--- src/rtl/seven_seg_scanner.sv ---
// seven_seg_scanner: time-multiplexes a 32-bit hex value onto one shared
// seven-segment bus, one digit per refresh slot, eight slots per frame.
// Display data is double-buffered: a load lands in a pending register and
// is copied into the shadow register that drives the segments only at a
// frame wrap. A scan therefore never mixes old and new data.
//
// Load protocol: 'load' is a one-cycle strobe with no back-pressure. Every
// cycle with load=1 overwrites the pending data, so the last strobe before a
// frame wrap wins.
module seven_seg_scanner #(
    parameter int REFRESH_DIV = 100000
) (
    input  logic        clk,
    input  logic        rst,
    input  logic [31:0] value,
    input  logic [7:0]  dp_mask,
    input  logic        blank_lz,
    input  logic        load,
    input  logic        enable,
    output logic [2:0]  select,
    output logic        led_enable,
    output logic [7:0]  seg,
    output logic        frame_done
);

    // REFRESH_DIV is at least 2, so PW is at least 1 and holds REFRESH_DIV-1.
    localparam int            PW         = $clog2(REFRESH_DIV);
    localparam logic [PW-1:0] PRESC_LAST = PW'(REFRESH_DIV - 1);

    logic          en_q;
    logic [PW-1:0] presc_q, presc_d;
    logic [2:0]    sel_q, sel_d;
    logic          fd_q, fd_d;

    logic [31:0]   pend_val_q, pend_val_d;
    logic [7:0]    pend_dp_q, pend_dp_d;
    logic          pend_blz_q, pend_blz_d;
    logic          pend_flag_q, pend_flag_d;

    logic [31:0]   sh_val_q, sh_val_d;
    logic [7:0]    sh_dp_q, sh_dp_d;
    logic          sh_blz_q, sh_blz_d;

    logic          tick;
    logic          wrap;
    logic          commit;

    // A slot ends on tick; the last slot of a frame ending is a wrap.
    assign tick   = en_q && (presc_q == PRESC_LAST);
    assign wrap   = tick && (sel_q == 3'd7);
    assign commit = wrap && pend_flag_q;

    // Next-state logic: scan counters advance only while enabled; the
    // commit reads the pending contents from before this edge, so a load on
    // the same edge stays pending for the following frame.
    always_comb begin
        presc_d     = presc_q;
        sel_d       = sel_q;
        fd_d        = wrap;
        pend_val_d  = pend_val_q;
        pend_dp_d   = pend_dp_q;
        pend_blz_d  = pend_blz_q;
        pend_flag_d = pend_flag_q;
        sh_val_d    = sh_val_q;
        sh_dp_d     = sh_dp_q;
        sh_blz_d    = sh_blz_q;

        if (en_q) begin
            if (tick) begin
                presc_d = '0;
                sel_d   = sel_q + 3'd1;
            end else begin
                presc_d = presc_q + 1'b1;
            end
        end

        if (commit) begin
            sh_val_d    = pend_val_q;
            sh_dp_d     = pend_dp_q;
            sh_blz_d    = pend_blz_q;
            pend_flag_d = 1'b0;
        end

        if (load) begin
            pend_val_d  = value;
            pend_dp_d   = dp_mask;
            pend_blz_d  = blank_lz;
            pend_flag_d = 1'b1;
        end
    end

    // State registers with synchronous reset; reset also drops any pending load.
    always_ff @(posedge clk) begin
        if (rst) begin
            en_q        <= 1'b0;
            presc_q     <= '0;
            sel_q       <= 3'd0;
            fd_q        <= 1'b0;
            pend_val_q  <= 32'd0;
            pend_dp_q   <= 8'd0;
            pend_blz_q  <= 1'b0;
            pend_flag_q <= 1'b0;
            sh_val_q    <= 32'd0;
            sh_dp_q     <= 8'd0;
            sh_blz_q    <= 1'b0;
        end else begin
            en_q        <= enable;
            presc_q     <= presc_d;
            sel_q       <= sel_d;
            fd_q        <= fd_d;
            pend_val_q  <= pend_val_d;
            pend_dp_q   <= pend_dp_d;
            pend_blz_q  <= pend_blz_d;
            pend_flag_q <= pend_flag_d;
            sh_val_q    <= sh_val_d;
            sh_dp_q     <= sh_dp_d;
            sh_blz_q    <= sh_blz_d;
        end
    end

    // zero_from[i] is set when shadow nibbles 7 down to i are all zero.
    logic [7:0] zero_from;

    // Build the leading-zero chain from the most significant digit downward.
    always_comb begin
        zero_from    = '0;
        zero_from[7] = (sh_val_q[31:28] == 4'd0);
        for (int i = 6; i >= 0; i--) begin
            zero_from[i] = zero_from[i+1] && (sh_val_q[4*i +: 4] == 4'd0);
        end
    end

    logic [3:0] nib;
    logic [6:0] hex_code;
    logic       blank_digit;

    // Hex to active-low {g,f,e,d,c,b,a} for the digit currently selected.
    always_comb begin
        nib = sh_val_q[{sel_q, 2'b00} +: 4];
        case (nib)
            4'h0:    hex_code = 7'h40;
            4'h1:    hex_code = 7'h79;
            4'h2:    hex_code = 7'h24;
            4'h3:    hex_code = 7'h30;
            4'h4:    hex_code = 7'h19;
            4'h5:    hex_code = 7'h12;
            4'h6:    hex_code = 7'h02;
            4'h7:    hex_code = 7'h78;
            4'h8:    hex_code = 7'h00;
            4'h9:    hex_code = 7'h10;
            4'hA:    hex_code = 7'h08;
            4'hB:    hex_code = 7'h03;
            4'hC:    hex_code = 7'h46;
            4'hD:    hex_code = 7'h21;
            4'hE:    hex_code = 7'h06;
            default: hex_code = 7'h0E;
        endcase
    end

    // Digit 0 is never blanked so an all-zero value still shows one "0".
    assign blank_digit = sh_blz_q && (sel_q != 3'd0) && zero_from[sel_q];

    // Segment bus: dark while disabled or blanked, otherwise dp plus hex code.
    always_comb begin
        if (!en_q || blank_digit) begin
            seg = 8'hFF;
        end else begin
            seg = {~sh_dp_q[sel_q], hex_code};
        end
    end

    assign select     = sel_q;
    assign led_enable = en_q;
    assign frame_done = fd_q;

endmodule

--- config.mk ---
export PLATFORM = sky130hd
export DESIGN_NAME = seven_seg_scanner
export DESIGN_NICKNAME = d
export VERILOG_FILES = /design/src/rtl/seven_seg_scanner.sv
export SDC_FILE = /design/constraint.sdc
export NUM_CORES = 1
export LEC_CHECK = 0
export ABC_AREA = 1
export CORE_MARGIN = 5
export CORE_UTILIZATION = 40
export CTS_BUF_LIST = sky130_fd_sc_hd__clkbuf_2
export DETAILED_ROUTE_END_ITERATION = 7
export HOLD_SLACK_MARGIN = 0.02
export PLACE_DENSITY_LB_ADDON = 0.3
export SYNTH_ARGS = -nofsm -noshare
export SYNTH_HDL_FRONTEND = slang
export SYNTH_SLANG_ARGS = --single-unit
--- constraint.sdc ---
create_clock -name clk -period 3.95 [get_ports clk]
set_input_delay 0.79 -clock clk [delete_from_list [all_inputs] [get_ports clk]]
set_output_delay 0.79 -clock clk [all_outputs]
set_load 0.05 [all_outputs]
# Word level (Yosys, flattened, before mapping)
# Memories as Yosys holds them, arrays and structs flattened.
# Cells that the tools add are included.
classes:
  addsub: 2
  n_lt_le_gt_ge: 1
  n_eq_ne: 2
  shifts: 1
  n_mux: 8
  bitwise_logic: 1
  n_reduce_logical: 25
op_table:
  columns: ["operator", "count"]
  rows:
  - ["$logic_not 4->1", 8]
  - ["$shiftx 32x6->4", 1]
  - ["$add 17x1->17 const B", 1]
  - ["$eq 17x17->1 const B", 1]
  - ["$mux 17", 1]
  - ["$logic_and 1x1->1", 12]
  - ["$mux 8", 1]
  - ["$bmux 1 s3", 2]
  - ["$lt 3x4->1 const B", 1]
  - ["$mux 1", 4]
  - ["$add 3x1->3 const B", 1]
  - ["$eq 3x3->1 const B", 1]
  - ["$reduce_bool 3->1", 1]
  - ["$reduce_and 2->1", 1]
  - ["$reduce_bool 2->1", 1]
  - ["$logic_not 1->1", 1]
  - ["$logic_or 1x1->1", 1]
  - ["$not 1->1", 1]
word_totals:
  regBits: 105
  mem_bits_ro: 112
  out_inout_bits: 13
  memories: 1
memory_table:
  columns: ["memory", "depth", "word_bits", "read_ports", "rd_clocked_by_memory_dff", "wr", "line", "rtl"]
  rows:
  - ["(no name shown)", 16, 7, 1, 0, 0, "140", "case (nib)"]

# Longest topological paths before layout
depth:
  ltp_word: 13
  ltp_mapped: 14
  mapped_depth_nobuf: 12

# Worst setup path after synthesis
# OpenSTA, ideal clock, no wires.
synth_path:
  path_type: "reg2out"
  from: "register sel_q[0] (netlist: select[0])"
  to: "output seg[4]"
  arrival_time_ns: 2.443
  required_time_ns: 3.160
  setup_slack_ns: 0.717
  stages_incl_launch_ff: 13
  n_path_buf: 2
  path_cell_list: "dfxtp_1 -> buf_2 -> clkinv_1 -> buf_2 -> nand3_1 -> nand3_1 -> nand2_1 -> inv_1 -> ha_1 -> nand3b_1 -> nand3_1 -> nand2_1 -> nand2_1"
synth_via:
  elab_chain_cells: 5
synth_lines:
  columns: ["element", "line", "rtl"]
  rows:
  - ["start: declaration", "32", "logic [2:0] sel_q, sel_d;"]
  - ["start signal: assignment", "109", "sel_q <= sel_d;"]
  - ["branches (longest 4 deep; another with $mem_v2 16x7)", null, null]
  - ["$mux 8 (*)", "165", "if (!en_q || blank_digit) begin"]
  - ["end: declaration", "22", "output logic [7:0] seg,"]
# Mark *: on every way between the ends. The select of a mux whose other input is x is not followed.

# Worst setup path in the final report
layout_path:
  from: "register sel_q[2] (netlist: select[2])"
  to: "output seg[0]"
# The elaborated chain is that of the path after synthesis.

==> impl_metrics.toml <==
[status]
status = "completed"

[global_routing]
grt_use_total = 0.159
grt_max_degree = 87
grt_busiest_layer = "met2"
grt_first_pass_wirelength_um = 21100
grtUsageMet1 = 0.224
overflow = 0
antenna_found_initial = 0
grt_pass1_vias = 4388
met3_usage = 0.0258
use_met2 = 0.250

[layout]
filler_cell_count = 1361
nNetsFinal = 919
drive_gt1_frac = 0.0449
final_cells = 1045
areaGrowthSynthToFinish_pct = 15.8
num_antenna_cells = 0

[yosys]
netlist_area_mm2 = 0.00537
synth_compound_area_frac = 0.114
synthesis.nets = 890
synthMuxAreaShare = 0
synthAdderAreaFrac = 0.0233
synth-xor-area-share = 0.00490
synth.distinct_cells = 25
ys_seq_area_frac = 0.392
yosysWarnings = 0
synth-simple-area-share = 0.318
yosys_register_bits = 105
postSynthCellCount = 835
synth_top_family_by_area = "simple AND/OR/NAND/NOR gates"
syn_avg_cell_area_um2 = 6.43

[timing]
whs_ns = 0.473
setup_violations = 0
setup_tns_ns = 0
tightest_slew_ns = 0.870
finalMaxSlewViolations = 0
relSlewSlack = 0.419
period_needed_ns = 3.56
finalHoldViolCount = 0
clock.fmax_ghz = 0.281
skew_ns = 0.0444
postLayoutSetupSlackWorst_ns = 0.394
fin_crit_sh = 0.900
rsz0062_at_grt = "no"

[clock_tree]
clock_sinks = 105
cts_max_path_buffers = 2
clk_pin_slew_ns = 0.28
cts_tree = "built"
cts.root.buffer_cell = "clkbuf_2"
clock_latency_ns = 0.59
cts_buffers = 9
htree_levels = 3

[routing]
drcViolationCount = 0
drtIter0Drc = 266
routed_wl_um = 12500
num_vias = 4919
wl_per_cell_um = 12.0
ant_nets = 0
vias_per_cell = 4.71
drt_pre_antenna_iters = 4

[critical_path]
critPathSlowestCell = "a21oi_1"
crit_type = "flip-flop to output pin"
worst-endpoint-required_ns = 3.16
cp-start-kind = "flip-flop"
path_cells = "inv_1, nand2_1, a21boi_0, nor2_1, a21oi_1, nand3_1, buf_12"
cp.arrival_ns = 2.77
reg2reg_depth = 9
critical_path.max_stage_delay_ns = 0.51
end_kind = "output pin"
crit_fanout = 14

[placed_design]
hpwlAfterDp_um = 9080
placed_cells = 1029
io_buffers = 57
gp_congestion = 0.838
pre_cts_ws_ns = 0.616

[die]
die_h_um = 126
io_pins = 58
core_mm2 = 0.0132
dieWidth_um = 126
fp-row-count = 42
die-area_mm2 = 0.0158
initial_core_util = 0.407

[run]
drv_cap = 0

[pwr]
p_leak_nw = 2.79
powerDensity_mw_per_mm2 = 291
ir_drop_uv = 185

[worst_hold_path]
holdPathStages = 2
hp-class = "flip-flop to flip-flop"
## registers in the layout, indices dropped and copies added, names as in the netlist
name	cells
frame_done	1
led_enable	1
pend_blz_q	1
pend_dp_q	8
pend_flag_q	1
pend_val_q	32
presc_q	17
select	3
sh_blz_q	1
sh_dp_q	8
sh_val_q	32
## routing by layer
| layer | up-vias | part of all wire |
|---|---|---|
| li1 | 2664 | - |
| met1 | 2177 | 0.50 |
| met2 | 64 | 0.46 |
| met3 | 14 | 0.027 |
| met4 | 0 | 0.012 |
| met5 | - | 0 |
## worst paths after layout
path	startpoint	end	slack [ns]
min	pend_val_q[25]$_SDFFE_PP0P_	pend_val_q[25]$_SDFFE_PP0P_	0.47
min reg2reg	pend_val_q[25]$_SDFFE_PP0P_	pend_val_q[25]$_SDFFE_PP0P_	0.47
max	select[2]$_SDFFE_PP0P_	seg[0]	0.39
max reg2reg	presc_q[0]$_SDFFE_PP0P_	sh_val_q[24]$_SDFFE_PP0P_	1.56
## power by group
part,total (mW),internal (mW),switching (mW)
sequential,1.11,1.09,0.0136
clock,0.525,0.154,0.371
combinational,0.173,0.0802,0.0933
total,1.81,1.33,0.478
## stage by stage
stage	total power [mW]	utilization	cell area, um2
after CTS	1.82	0.471	6210
after detailed placement	1.30	0.462	6090
after global routing	1.89	0.471	6220
after floorplan	1.22	-	5370
final	1.81	0.471	6220
after global placement	1.30	0.462	6090
## cell type report
class / instances / area [um2] / share of cell area
Multi-Input combinational cell: 529 / 2470 / 0.397
Sequential cell: 105 / 2100 / 0.338
Timing Repair Buffer: 64 / 716 / 0.115
Inverter: 155 / 583 / 0.0938
Tap cell: 176 / 220 / 0.0354
Clock inverter: 7 / 78.8 / 0.0127
Clock buffer: 9 / 45.0 / 0.00725
## cells by family after synthesis
logic type | Yosys count
buffers and inverters | 201
adder cells (fa/ha/maj) | 10
XOR/XNOR | 3
flip-flops | 105
AO/OA/AOI/OAI | 121
AND/OR/NAND/NOR | 395
## layout by cell type, fill, tap and decap left out, types with 2 or more instances in the layout
cell type,synthesis,final
clkbuf_2,0,9
nand3_1,51,51
inv_1,151,149
clkdlybuf4s50_1,0,49
clkinv_1,2,2
nor3_1,7,7
nor4_1,2,2
inv_2,2,4
ha_1,10,10
dfxtp_1,105,104
buf_12,0,9
o21ai_0,60,60
xor2_1,3,3
nand2_1,196,196
nand3b_1,2,2
nand4_1,45,45
a21oi_1,59,59
buf_4,0,6
nor2_1,88,88
clkinv_4,0,2
## cell usage after synthesis
master / instances / area, um2
a21boi_0: 1 / 7.51
a21oi_1: 59 / 295
buf_1: 6 / 22.5
buf_2: 9 / 45.0
buf_6: 4 / 45.0
clkbuf_1: 27 / 101
clkinv_1: 2 / 7.51
dfxtp_1: 105 / 2100
ha_1: 10 / 125
inv_1: 151 / 567
inv_2: 2 / 7.51
nand2_1: 196 / 736
nand3_1: 51 / 255
nand3_4: 1 / 17.5
nand3b_1: 2 / 15.0
nand4_1: 45 / 282
nor2_1: 88 / 330
nor2_4: 1 / 11.3
nor3_1: 7 / 35.0
nor3b_1: 1 / 7.51
nor4_1: 2 / 12.5
o211ai_1: 1 / 7.51
o21ai_0: 60 / 300
or2_2: 1 / 6.26
xor2_1: 3 / 26.3
## worst max-delay path: cells and delay by family, from the launching register on
kind	cells	cell delay (ns)
AO/OA/AOI/OAI	2	0.71
buffers and inverters	2	0.58
AND/OR/NAND/NOR	3	0.41
flip-flops	1	0.49
## timing repair
action | in CTS | in global routing
hold buffers | 0 | 0
gates resized for setup | 1 | 1
setup endpoints to repair | 6 | 6
setup buffers | 0 | 0
(Power assumes the default switching activity.)
